File: config.mk
export PLATFORM = sky130hd
export DESIGN_NAME = redmule_tile_scheduler
export DESIGN_NICKNAME = d
export VERILOG_FILES = /design/src/rtl/redmule_tile_scheduler.sv
export SDC_FILE = /design/constraint.sdc
export NUM_CORES = 1
export LEC_CHECK = 0
export CAP_MARGIN = 20
export CORE_ASPECT_RATIO = 0.8
export CORE_UTILIZATION = 50
export DETAILED_ROUTE_END_ITERATION = 6
export HOLD_SLACK_MARGIN = 0.02
export PLACE_DENSITY = 0.74
export SLEW_MARGIN = 30
export SYNTH_ARGS = -nofsm -noshare
export SYNTH_HDL_FRONTEND = slang
export SYNTH_SLANG_ARGS = --single-unit
File: constraint.sdc
create_clock -name clk_i -period 7.1 [get_ports clk_i]
set_input_delay 1.42 -clock clk_i [delete_from_list [all_inputs] [get_ports clk_i]]
set_output_delay 1.42 -clock clk_i [all_outputs]
set_load 0.01 [all_outputs]
File: src/rtl/redmule_tile_scheduler.sv
// Walks the M/K/N tile nest (n innermost) and issues one leftover-aware tile descriptor per valid/ready handshake.
// Latency: first descriptor one cycle after start_i, then one per cycle while ready is high. Fields hold while ready is low.
// Optional stall counter on perf_stall_o when REDMULE_TILE_SCHED_PERF_EN is defined; otherwise perf_stall_o is tied to 0.
module redmule_tile_scheduler #(
    parameter int unsigned ARRAY_WIDTH  = 12,
    parameter int unsigned ARRAY_HEIGHT = 4,
    parameter int unsigned PIPE_REGS    = 3,
    parameter int unsigned CNT_W        = 16
) (
    input  logic             clk_i,
    input  logic             rst_ni,
    input  logic             clear_i,
    input  logic             start_i,
    input  logic [CNT_W-1:0] x_rows_iter_i,
    input  logic [CNT_W-1:0] w_cols_iter_i,
    input  logic [CNT_W-1:0] x_cols_iter_i,
    input  logic [7:0]       x_rows_lftovr_i,
    input  logic [7:0]       w_cols_lftovr_i,
    input  logic [7:0]       x_cols_lftovr_i,
    output logic             tile_valid_o,
    input  logic             tile_ready_i,
    output logic [CNT_W-1:0] tile_m_idx_o,
    output logic [CNT_W-1:0] tile_k_idx_o,
    output logic [CNT_W-1:0] tile_n_idx_o,
    output logic [7:0]       tile_m_size_o,
    output logic [7:0]       tile_k_size_o,
    output logic [7:0]       tile_n_size_o,
    output logic             tile_store_o,
    output logic             tile_last_o,
    output logic             busy_o,
    output logic             done_o,
    output logic [31:0]      perf_stall_o
);

    localparam logic [7:0]       M_FULL  = 8'(ARRAY_WIDTH);
    localparam logic [7:0]       KN_FULL = 8'(ARRAY_HEIGHT * (PIPE_REGS + 1));
    localparam logic [CNT_W-1:0] ONE     = {{(CNT_W-1){1'b0}}, 1'b1};

    typedef enum logic [1:0] {IDLE, RUN, DONE} state_e;

    state_e           state_q;
    logic [CNT_W-1:0] xr_q, wc_q, xc_q, m_q, k_q, n_q;
    logic [7:0]       lm_q, lk_q, ln_q, m_sz_q, k_sz_q, n_sz_q;
    logic             valid_q, store_q, last_q, busy_q, done_q;

    logic [CNT_W-1:0] xr_d, wc_d, xc_d, m_d, k_d, n_d;
    logic [7:0]       lm_d, lk_d, ln_d, m_sz_d, k_sz_d, n_sz_d;
    logic             store_d, last_d, n_wrap, k_wrap, cnt_zero, hs, load;

    // Next descriptor: indices 0 from the live inputs when starting, else the advanced nest on the latched counts.
    always_comb begin
        hs       = valid_q & tile_ready_i;
        n_wrap   = (n_q == xc_q - ONE);
        k_wrap   = (k_q == wc_q - ONE);
        cnt_zero = (x_rows_iter_i == '0) | (w_cols_iter_i == '0) | (x_cols_iter_i == '0);
        load     = ((state_q == IDLE) & start_i & ~cnt_zero) | ((state_q == RUN) & hs & ~last_q);
        if (state_q == IDLE) begin
            xr_d = x_rows_iter_i;
            wc_d = w_cols_iter_i;
            xc_d = x_cols_iter_i;
            lm_d = x_rows_lftovr_i;
            lk_d = w_cols_lftovr_i;
            ln_d = x_cols_lftovr_i;
            m_d  = '0;
            k_d  = '0;
            n_d  = '0;
        end else begin
            xr_d = xr_q;
            wc_d = wc_q;
            xc_d = xc_q;
            lm_d = lm_q;
            lk_d = lk_q;
            ln_d = ln_q;
            n_d  = n_wrap ? '0 : n_q + ONE;
            k_d  = n_wrap ? (k_wrap ? '0 : k_q + ONE) : k_q;
            m_d  = (n_wrap & k_wrap) ? m_q + ONE : m_q;
        end
        m_sz_d  = ((m_d == xr_d - ONE) && (lm_d != '0)) ? lm_d : M_FULL;
        k_sz_d  = ((k_d == wc_d - ONE) && (lk_d != '0)) ? lk_d : KN_FULL;
        n_sz_d  = ((n_d == xc_d - ONE) && (ln_d != '0)) ? ln_d : KN_FULL;
        store_d = (n_d == xc_d - ONE);
        last_d  = store_d & (k_d == wc_d - ONE) & (m_d == xr_d - ONE);
    end

    always_ff @(posedge clk_i or negedge rst_ni) begin
        if (!rst_ni) begin
            state_q <= IDLE;
            xr_q    <= '0;
            wc_q    <= '0;
            xc_q    <= '0;
            lm_q    <= '0;
            lk_q    <= '0;
            ln_q    <= '0;
            m_q     <= '0;
            k_q     <= '0;
            n_q     <= '0;
            m_sz_q  <= '0;
            k_sz_q  <= '0;
            n_sz_q  <= '0;
            store_q <= 1'b0;
            last_q  <= 1'b0;
            valid_q <= 1'b0;
            busy_q  <= 1'b0;
            done_q  <= 1'b0;
        end else if (clear_i) begin
            state_q <= IDLE;
            valid_q <= 1'b0;
            busy_q  <= 1'b0;
            done_q  <= 1'b0;
        end else begin
            case (state_q)
                IDLE: begin
                    done_q <= 1'b0;
                    if (start_i) begin
                        busy_q <= 1'b1;
                        if (cnt_zero) begin
                            state_q <= DONE;
                            done_q  <= 1'b1;
                        end else begin
                            state_q <= RUN;
                            valid_q <= 1'b1;
                        end
                    end
                end
                RUN: begin
                    if (hs && last_q) begin
                        state_q <= DONE;
                        valid_q <= 1'b0;
                        done_q  <= 1'b1;
                    end
                end
                DONE: begin
                    state_q <= IDLE;
                    done_q  <= 1'b0;
                    busy_q  <= 1'b0;
                end
                default: state_q <= IDLE;
            endcase
            if (load) begin
                xr_q    <= xr_d;
                wc_q    <= wc_d;
                xc_q    <= xc_d;
                lm_q    <= lm_d;
                lk_q    <= lk_d;
                ln_q    <= ln_d;
                m_q     <= m_d;
                k_q     <= k_d;
                n_q     <= n_d;
                m_sz_q  <= m_sz_d;
                k_sz_q  <= k_sz_d;
                n_sz_q  <= n_sz_d;
                store_q <= store_d;
                last_q  <= last_d;
            end
        end
    end

    assign tile_valid_o  = valid_q;
    assign tile_m_idx_o  = m_q;
    assign tile_k_idx_o  = k_q;
    assign tile_n_idx_o  = n_q;
    assign tile_m_size_o = m_sz_q;
    assign tile_k_size_o = k_sz_q;
    assign tile_n_size_o = n_sz_q;
    assign tile_store_o  = store_q;
    assign tile_last_o   = last_q;
    assign busy_o        = busy_q;
    assign done_o        = done_q;

`ifdef REDMULE_TILE_SCHED_PERF_EN
    logic [31:0] stall_q;

    // Saturating count of cycles where a descriptor waits on the consumer.
    always_ff @(posedge clk_i or negedge rst_ni) begin
        if (!rst_ni) begin
            stall_q <= '0;
        end else if (clear_i || (start_i && (state_q == IDLE))) begin
            stall_q <= '0;
        end else if (valid_q && !tile_ready_i && (stall_q != '1)) begin
            stall_q <= stall_q + 32'd1;
        end
    end

    assign perf_stall_o = stall_q;
`else
    assign perf_stall_o = '0;
`endif

endmodule

# Word-level counts from Yosys, hierarchy flattened
# Cells that the tools add are included.
[totals]
in_bits = 77
regBits = 151
output_inout_bits = 109
[classes]
n_bitwise = 14
n_eq_ne = 10
n_mux = 34
add_sub_neg = 8
reduce_logical = 19
[op_table]
columns = ["op", "n"]
rows = [
  ["$mux 16", 10],
  ["$eq 16x16->1", 5],
  ["$sub 16x1->16 const B", 5],
  ["$add 16x1->16 const B", 3],
  ["$logic_not 16->1", 3],
  ["$mux 8", 6],
  ["$reduce_bool 8->1", 3],
  ["$mux 1", 10],
  ["$and 1x1->1", 8],
  ["$mux 2", 4],
  ["$reduce_and 2->1", 4],
  ["$ne 3x3->1 const B", 2],
  ["$reduce_bool 3->1", 2],
  ["$logic_and 1x1->1", 4],
  ["$pmux 1 s2", 2],
  ["$pmux 2 s2", 1],
  ["$reduce_and 4->1", 1],
  ["$reduce_bool 4->1", 1],
  ["$ne 3x2->1 const B", 1],
  ["$not 1->1", 3],
  ["$or 1x1->1", 3],
  ["$pmux 1 s3", 1],
  ["$eq 2x1->1 const B", 1],
  ["$eq 2x2->1 const B", 1],
  ["$logic_not 2->1", 1],
]

# Longest topological paths before layout
# Gate-level depths: netlist of the first run.
[depth]
depth_word = 8
depth_mapped = 25
ltp_nobuf = 16

# Worst setup path before layout of the first run
# Ideal clock, no wire load.
[synth_timing]
path_kind = "register to register"
from = "register state_q[0]"
to = "register k_sz_q[4] (netlist: tile_k_size_o[4])"
path_buffers = 10
required_time_ns = 6.978
period_less_slack_ns = 6.165
stages_incl_launch_ff = 25
setup_slack_ns = 0.935
t_arrival_ns = 6.043
path_cell_list = "dfrtp_1 inv_1 ha_1 buf_2 buf_2 clkbuf_1 buf_2 buf_2 buf_2 clkbuf_1 clkbuf_1 buf_1 buf_2 mux2i_1 ha_1 o21ai_1 a211oi_1 xnor2_1 or4_1 nor2_1 a2bb2oi_1 o2111ai_1 nor4_2 o2111ai_4 o22a_1"
[synth_between]
elab_chain_len = 6
[synth_lines]
columns = ["element", "line", "source"]
rows = [
  ["start: declaration", "41", "state_e state_q;"],
  ["start signal: assignment", "87", "state_q <= IDLE;"],
  ["start signal: assignment", "106", "state_q <= IDLE;"],
  ["start signal: assignment", "117", "state_q <= DONE;"],
  ["$logic_not 2->1", "56, 57", ""],
  ["$mux 16", "57", "if (state_q == IDLE) begin"],
  ["$sub 16x1->16", "79", "k_sz_d = ((k_d == wc_d - ONE) && (lk_d != '0)) ? lk_d : KN_FULL;"],
  ["$eq 16x16->1", "79", ""],
  ["$logic_and 1x1->1", "79", ""],
  ["$mux 8", "79", ""],
  ["end signal: assignment", "150", "k_sz_q <= k_sz_d;"],
  ["end: declaration", "43", "logic [7:0] lm_q, lk_q, ln_q, m_sz_q, k_sz_q, n_sz_q;"],
]
# Parallel ways exist; a longest one is shown, timed or not.
# A chain may end at the register's enable or synchronous reset.

# Final worst setup path of the first run
[layout_timing]
from = "register wc_q[0]"
to = "register k_sz_q[4] (netlist: tile_k_size_o[4])"
[layout_between]
elab_chain_len = 8
[layout_lines]
columns = ["element", "line", "source"]
rows = [
  ["start: declaration", "42", "logic [CNT_W-1:0] xr_q, wc_q, xc_q, m_q, k_q, n_q;"],
  ["start signal: assignment", "141", "wc_q <= wc_d;"],
  ["$sub 16x1->16", "54", "k_wrap = (k_q == wc_q - ONE);"],
  ["$eq 16x16->1", "54", ""],
  ["$mux 16 (2 in series)", "75", "k_d = n_wrap ? (k_wrap ? '0 : k_q + ONE) : k_q;"],
  ["$mux 16", "57", ""],
  ["$eq 16x16->1 (*)", "79", ""],
  ["$logic_and 1x1->1 (*)", "79", ""],
  ["$mux 8 (*)", "79", ""],
]
# Every way passes the cells marked *; elsewhere a longest branch is shown, timed or not.

==> results of run 1 <==
per-stage QoR:
stage	hold WS, ns	area [um2]	utilization (%)	power [mW]	cells
floorplan	0.4492	13310	-	2.822	1605
global placement	0.4629	14700	57.33	3.304	1973
detailed placement	0.4629	14700	57.33	3.364	1973
CTS	0.4854	15300	59.70	4.369	2004
global route	0.5262	15340	59.83	4.649	2004
finish	0.4845	15340	59.83	4.424	2004
registers in the layout (all words and copies together) (netlist names):
name           count
tile_k_idx_o      16
tile_m_idx_o      16
tile_n_idx_o      16
wc_q              16
xc_q              16
xr_q              16
lk_q               8
lm_q               8
ln_q               8
tile_k_size_o      8
tile_m_size_o      8
tile_n_size_o      8
state_q            2
busy_o             1
done_o             1
tile_last_o        1
tile_store_o       1
tile_valid_o       1
logic make-up after synthesis:
kind of cell    Yosys count  share of synthesized area [%]
buf+inv                 178                          6.419
flops                   151                          28.64
mux                     145                          11.67
compound gates          341                          18.21
xor+xnor                121                          8.240
other cells               1                        0.02842
simple gates            626                          25.75
fa+ha+maj                11                          1.043
layer usage:
metal / vias to the layer above / routed length [um]
met5: - / 0
met4: 0 / 981
met3: 98 / 4469
met2: 769 / 18520
met1: 6238 / 18410
li1: 5889 / -
cell usage in the layout (no fill, tap or decap), types with 13 or more instances in the layout:
cell | synthesis | final
nand2_1 | 155 | 155
clkdlybuf4s50_1 | 0 | 152
dfrtp_1 | 151 | 151
nor2_1 | 106 | 105
o21ai_0 | 102 | 101
mux2i_1 | 74 | 74
xnor2_1 | 73 | 73
mux2_2 | 70 | 70
nor3_1 | 62 | 61
nand3_1 | 54 | 54
a21oi_1 | 50 | 49
xor2_1 | 46 | 46
nor4_1 | 46 | 45
conb_1 | 1 | 32
inv_1 | 30 | 29
nand2b_1 | 22 | 22
nor2b_1 | 21 | 21
or3_1 | 21 | 21
a31oi_1 | 21 | 21
and3_1 | 21 | 21
nand4_1 | 18 | 18
clkbuf_16 | 0 | 17
o31ai_1 | 14 | 14
nor3b_1 | 13 | 13
and2_1 | 13 | 13
worst register-to-register path, cell delays in order, from the launching register on:
cell and delay (ns):
dfrtp_1 0.47, inv_1 0.13, ha_1 0.24, or4b_1 0.54
xnor2_1 0.25, or4b_1 0.54, nand2_1 0.23, nand4_2 0.63
o31ai_4 0.95, or2_1 0.20, o22ai_1 0.12, a2111oi_4 0.43
o2111ai_4 0.37, o22a_1 0.31
final timing paths:
kind / from / endpoint / slack (ns) / cells after the start
max in group asynchronous: rst_ni / tile_m_idx_o[13] / 4.87 / 2
setup reg to reg: wc_q[0] / tile_k_size_o[4] / 1.56 / 13
hold reg to reg: lm_q[3] / lm_q[3] / 0.48 / 2
hold / removal: lm_q[3] / lm_q[3] / 0.48 / 2
setup / recovery: wc_q[0] / tile_k_size_o[4] / 1.56 / 13
min in group asynchronous: rst_ni / xr_q[10] / 1.03 / 1
area by class of cell:
cell class / count / area (um2)
fill: 2306 / 10300
clock buffer: 19 / 452.9
timing repair buffer: 165 / 1639
multi-input combinational: 1276 / 8757
clock inverter: 12 / 156.4
tap: 351 / 439.2
sequential: 151 / 3779
inverter: 30 / 112.6
cells in the mapped netlist (14+ instances only):
library cell | instances | share of area (%)
dfrtp_1 | 151 | 29
a31oi_1 | 21 | 1.0
nand2b_1 | 22 | 1.0
buf_2 | 22 | 0.83
o21ai_0 | 102 | 3.9
xor2_1 | 46 | 3.1
nand3_1 | 54 | 2.0
nand4_1 | 18 | 0.85
clkbuf_1 | 80 | 2.3
mux2_2 | 70 | 6.0
o31ai_1 | 14 | 0.80
xnor2_1 | 73 | 4.8
nor4_1 | 46 | 2.2
nand2_1 | 155 | 4.4
nor2b_1 | 21 | 1.0
inv_1 | 30 | 0.85
nor2_1 | 106 | 3.0
a21oi_1 | 50 | 1.9
and3_1 | 21 | 1.0
or3_1 | 21 | 1.0
mux2i_1 | 74 | 5.6
nor3_1 | 62 | 2.4
buf_4 | 34 | 1.9
power groups by stage:
stage / Sequential [mW] / Combinational [mW] / Clock, mW
after floorplan: 1.28 / 1.54 / 0
after global placement: 1.48 / 1.82 / 0
after detailed placement: 1.49 / 1.87 / 0
after CTS: 1.48 / 1.89 / 1.00
after global routing: 1.54 / 2.09 / 1.03
final: 1.50 / 1.93 / 0.993
==> impl_metrics.csv, run 1 <==
group,metric,value,unit
pwr,switching_power,1.957,mW
floorplan,start_util,51.47,%
detailed_routing,routed-via-count,12990,
cts,clk_latency,0.45,ns
detailed_routing,postRouteAntennaNets,0,
cts,htreeDepth,4,
logic_synthesis,synth.distinct_cells,98,
sta,finalHoldViolations,0,
pwr,seqPwrFrac,33.8,%
cts,cts.path.max_buffers,2,
cts,ctsHoldBuffers,0,
setup_path,crit_top_cell,"or4b_1",
floorplan,die-area,27050,um2
sta,period_share,77.96,%
run,max_cap_violations,0,
place,dpl_worst_slack,1.378,ns
detailed_routing,detail_route.wl_per_cell,21.15,um
setup_path,path_cells,"inv_1 -> ha_1 -> or4b_1 -> xnor2_1 -> or4b_1 -> nand2_1 -> nand4_2 -> o31ai_4 -> or2_1 -> o22ai_1 -> a2111oi_4 -> o2111ai_4 -> o22a_1",
setup_path,cp.buffers_inverters,1,
floorplan,die_x,183.6,um
sta,clock.fmax,180.7,MHz
global_routing,grtUsageMet2,46.55,%
sta,setup_viol,0,
sta,slew_headroom,38.03,%
global_routing,gr-total-overflow,0,
global_routing,grt.busiest_layer,"met2",
setup_path,cpLargestDelayFamily,"compound AO/OA/AOI/OAI gates",
cts,cts.repair.resized,0,
sta,rsz0062_at_grt,"false",
floorplan,ios,186,
sta,fin_crit,5.535,ns
finish,num_antenna_cells,0,
setup_path,cp.required,7.43,ns
finish,fin_nets,1729,
logic_synthesis,synth_edf_count,0,
sta,drv_slew,0,
sta,finalSetupTns,0,ns
sta,worst_pin_slew,0.9274,ns
cts,postCtsSetupBuffers,0,
pwr,p_clk_share,22.4,%
place,hpwl,30.19,mm
cts,clkTransAtPathRegs,0.07,ns
logic_synthesis,async_reset_ff_share,100.0,%
pwr,p_int,2.467,mW
setup_path,worstSetupEndpointType,"flop",
detailed_routing,drt_iter0_markers,1532,
global_routing,met3_usage,7.189,%
global_routing,grt_use_met1,44.75,%
finish,drive_above_1_share,10.34,%
pwr,power.leakage,5.858,nW
logic_synthesis,avgSynthCellArea,8.383,um2
pwr,power_density,288.5,nW/um2
setup_path,path_max_fanout,21,
floorplan,std_cell_rows,52,
detailed_routing,drt_wl_total,42.39,mm
sta,finalWorstSetupSlack,1.565,ns
global_routing,grt_pass1_vias,11960,
pwr,peakVddDrop,222.0,uV
cts,cts_num_sinks,151,
logic_synthesis,synth_cells,1574,
global_routing,antenna_found_initial,0,
logic_synthesis,yosys_warnings,0,
detailed_routing,drc,0,
sta,finalClockSkew,0.01425,ns
detailed_routing,vias_per_cell,6.484,
setup_path,crit_arrival,5.86,ns
setup_path,worstSetupStartpointType,"flop",
global_routing,grt_pass1_wl,66.26,mm
hold_path,hp-class,"flop to flop",
setup_path,critPathKind,"flop to flop",
finish,synthToLayoutAreaGrowth,16.22,%
logic_synthesis,synth-seq-cells,151,
cts,cts_tree,"done",
run_status,status,"finished, final reports clean",
place,numPortBuffers,153,
pwr,power.share.switching,44.24,%
cts,cts_buffers,17,
detailed_routing,first_pass_iters,6,
logic_synthesis,synthesis.area,13200,um2
setup_path,crit_path_max_incr_delay,0.94,ns
place,gp_congestion,0.9467,
floorplan,die_h,147.3,um
setup_path,cpMaxStageDelayCell,"o31ai_4",
cts,cts_root_buf,"clkbuf_16",
pwr,p_comb_share,43.7,%
logic_synthesis,yosysSeqAreaShare,28.64,%
global_routing,grt_max_degree,80,
floorplan,core,25630,um2
global_routing,track_usage,31.31,%
logic_synthesis,synthFlopType,"dfrtp_1",
No activity file was read; power rests on OpenSTA's default activity.
==> run 2, diff against run 1 <==
==> constraint.sdc (replaced) <==
create_clock -name clk_i -period 5.5 [get_ports clk_i]
set_input_delay 1.1 -clock clk_i [delete_from_list [all_inputs] [get_ports clk_i]]
set_output_delay 1.1 -clock clk_i [all_outputs]
set_load 0.01 [all_outputs]
==> impl_metrics.csv, run 2 (synthesized netlist as in run 1, its figures left out) <==
group,metric,value,unit
pwr,fin_total_pwr,5.750,mW
global_routing,antenna_found_initial,0,
setup_path,r2r_cells,14,
global_routing,gr-total-overflow,0,
sta,slew_headroom,40.18,%
detailed_routing,drt_iter0_markers,1459,
sta,setup_viol,0,
finish,synthToLayoutAreaGrowth,17.91,%
finish,num_antenna_cells,0,
floorplan,start_util,51.47,%
cts,cts_root_buf,"clkbuf_16",
hold_path,hold_path_depth,2,
place,hpwl,31.36,mm
global_routing,grt.busiest_layer,"met1",
detailed_routing,postRouteAntennaNets,0,
pwr,power.leakage,5.989,nW
pwr,power.share.switching,44.19,%
finish,utilization,60.69,%
pwr,power_density,369.6,nW/um2
setup_path,reg2reg_slack,0.34,ns
setup_path,worstSetupEndpoint,"tile_n_size_o[4]",
sta,worst_pin_slew,0.8892,ns
pwr,seqPwrFrac,33.7,%
hold_path,hp-class,"flop to flop",
cts,clk_latency,0.45,ns
run,max_cap_violations,0,
setup_path,r2r-start,"xc_q[0]",
detailed_routing,first_pass_iters,6,
cts,ctsHoldBuffers,0,
sta,clock.fmax,193.6,MHz
global_routing,met3_usage,4.958,%
cts,cts_tree,"done",
finish,fin_nets,1760,
cts,cts.path.max_buffers,2,
sta,finalWorstSetupSlack,0.3358,ns
detailed_routing,routed-via-count,13050,
setup_path,path_max_fanout,12,
detailed_routing,detail_route.wl_per_cell,21.08,um
sta,rsz0062_at_grt,"false",
global_routing,grt_use_met1,47.13,%
setup_path,critPathLaunch,"xc_q[0]",
setup_path,worstSetupEndpointType,"flop",
floorplan,die_x,183.6,um
floorplan,core,25630,um2
sta,drv_slew,0,
finish,mostFrequentLayoutCells,"155 x nand2_1, 152 x clkdlybuf4s50_1, 151 x dfrtp_1",
pwr,peakVddDrop,255.8,uV
finish,drive_above_1_share,11.93,%
global_routing,grt_pass1_wl,67.05,mm
detailed_routing,vias_per_cell,6.411,
sta,fin_crit,5.164,ns
finish,final_common_cell,"nand2_1",
cts,htreeDepth,4,
pwr,p_int,3.209,mW
pwr,p_clk_share,22.1,%
setup_path,crit_arrival,5.49,ns
place,dpl_worst_slack,0.1136,ns
detailed_routing,drc,0,
global_routing,grtUsageMet2,47.06,%
global_routing,track_usage,31.69,%
sta,finalSetupTns,0,ns
sta,finalClockSkew,0.01407,ns
floorplan,die_h,147.3,um
floorplan,die-area,27050,um2
cts,cts_num_sinks,151,
run_status,status,"finished, final reports clean",
cts,cts_buffers,17,
global_routing,grt_pass1_vias,12080,
global_routing,grt_max_degree,76,
floorplan,ios,186,
cts,clkTransAtPathRegs,0.07,ns
setup_path,cp.required,5.83,ns
setup_path,worstSetupStartpointType,"flop",
place,gp_congestion,0.9641,
setup_path,critPathKind,"flop to flop",
sta,period_share,93.89,%
sta,finalHoldViolations,0,
floorplan,std_cell_rows,52,
pwr,switching_power,2.541,mW
setup_path,r2r-end,"tile_n_size_o[4]",
place,numPortBuffers,153,
detailed_routing,drt_wl_total,42.92,mm
sta,holdWs,0.4892,ns
pwr,p_comb_share,44.2,%
run 2: cell count changes in the layout (fill, tap and decap cells not counted), sizes merged:
| cell | previous run | this run |
|---|---|---|
| buf | 13 | 44 |
| clkbuf | 19 | 18 |
| clkinv | 2 | 3 |
| inv | 38 | 39 |
run 2: through the flow:
step                instances  instance area [um2]
floorplan                1605                13330
global placement         2003                14920
detailed placement       2003                14920
CTS                      2035                15530
global route             2036                15560
finish                   2036                15560
run 2: timing repair:
action                                  CTS  global route
endpoints found under the setup margin    0            15
setup buffers                             0             1
resized for setup                         0             1
run 2: final cells by class:
class	instances	area, um2
clock buffer	18	429.2
clock inverter	14	180.2
fill	2267	10080
inverter	30	112.6
multi-input combinational	1276	8731
sequential	151	3779
tap	351	439.2
timing repair buffer	196	1888
run 2: worst min-delay path by stage:
stage	startpoint	to	slack [ns]
after floorplan	lm_q[2]	lm_q[2]	0.45
after global placement	lm_q[3]	lm_q[3]	0.46
after detailed placement	tile_store_o	tile_store_o	0.47
after CTS	lm_q[3]	lm_q[3]	0.49
after global routing	lm_q[2]	lm_q[2]	0.51
final	lm_q[3]	lm_q[3]	0.49
run 2: layer usage:
metal	share of wire (%)	wire (um)
met5	0	0
met4	1.9	829
met3	9.5	4072
met2	44	18700
met1	45	19320
run 2: power by group through the flow:
stage | Clock [mW] | Sequential [mW] | Combinational, mW
2_1_floorplan | 0 | 1.65 | 2.00
3_3_place_gp | 0 | 1.91 | 2.41
4_1_cts | 1.29 | 1.92 | 2.48
5_1_grt | 1.33 | 1.99 | 2.75
3_5_place_dp | 0 | 1.93 | 2.47
6_report | 1.27 | 1.94 | 2.54
run 2: worst max-delay path: stages, from the launching register on:
cell and delay (ns):
dfrtp_1 0.49, inv_1 0.10, ha_1 0.33, nor4b_2 0.47
nand3_1 0.27, a221oi_2 0.36, nand4_2 0.41, o21ai_0 0.79
buf_4 0.33, and2_1 0.14, o21ai_0 0.06, a2111oi_0 0.58
buf_4 0.23, nand2_1 0.22, o22a_1 0.25
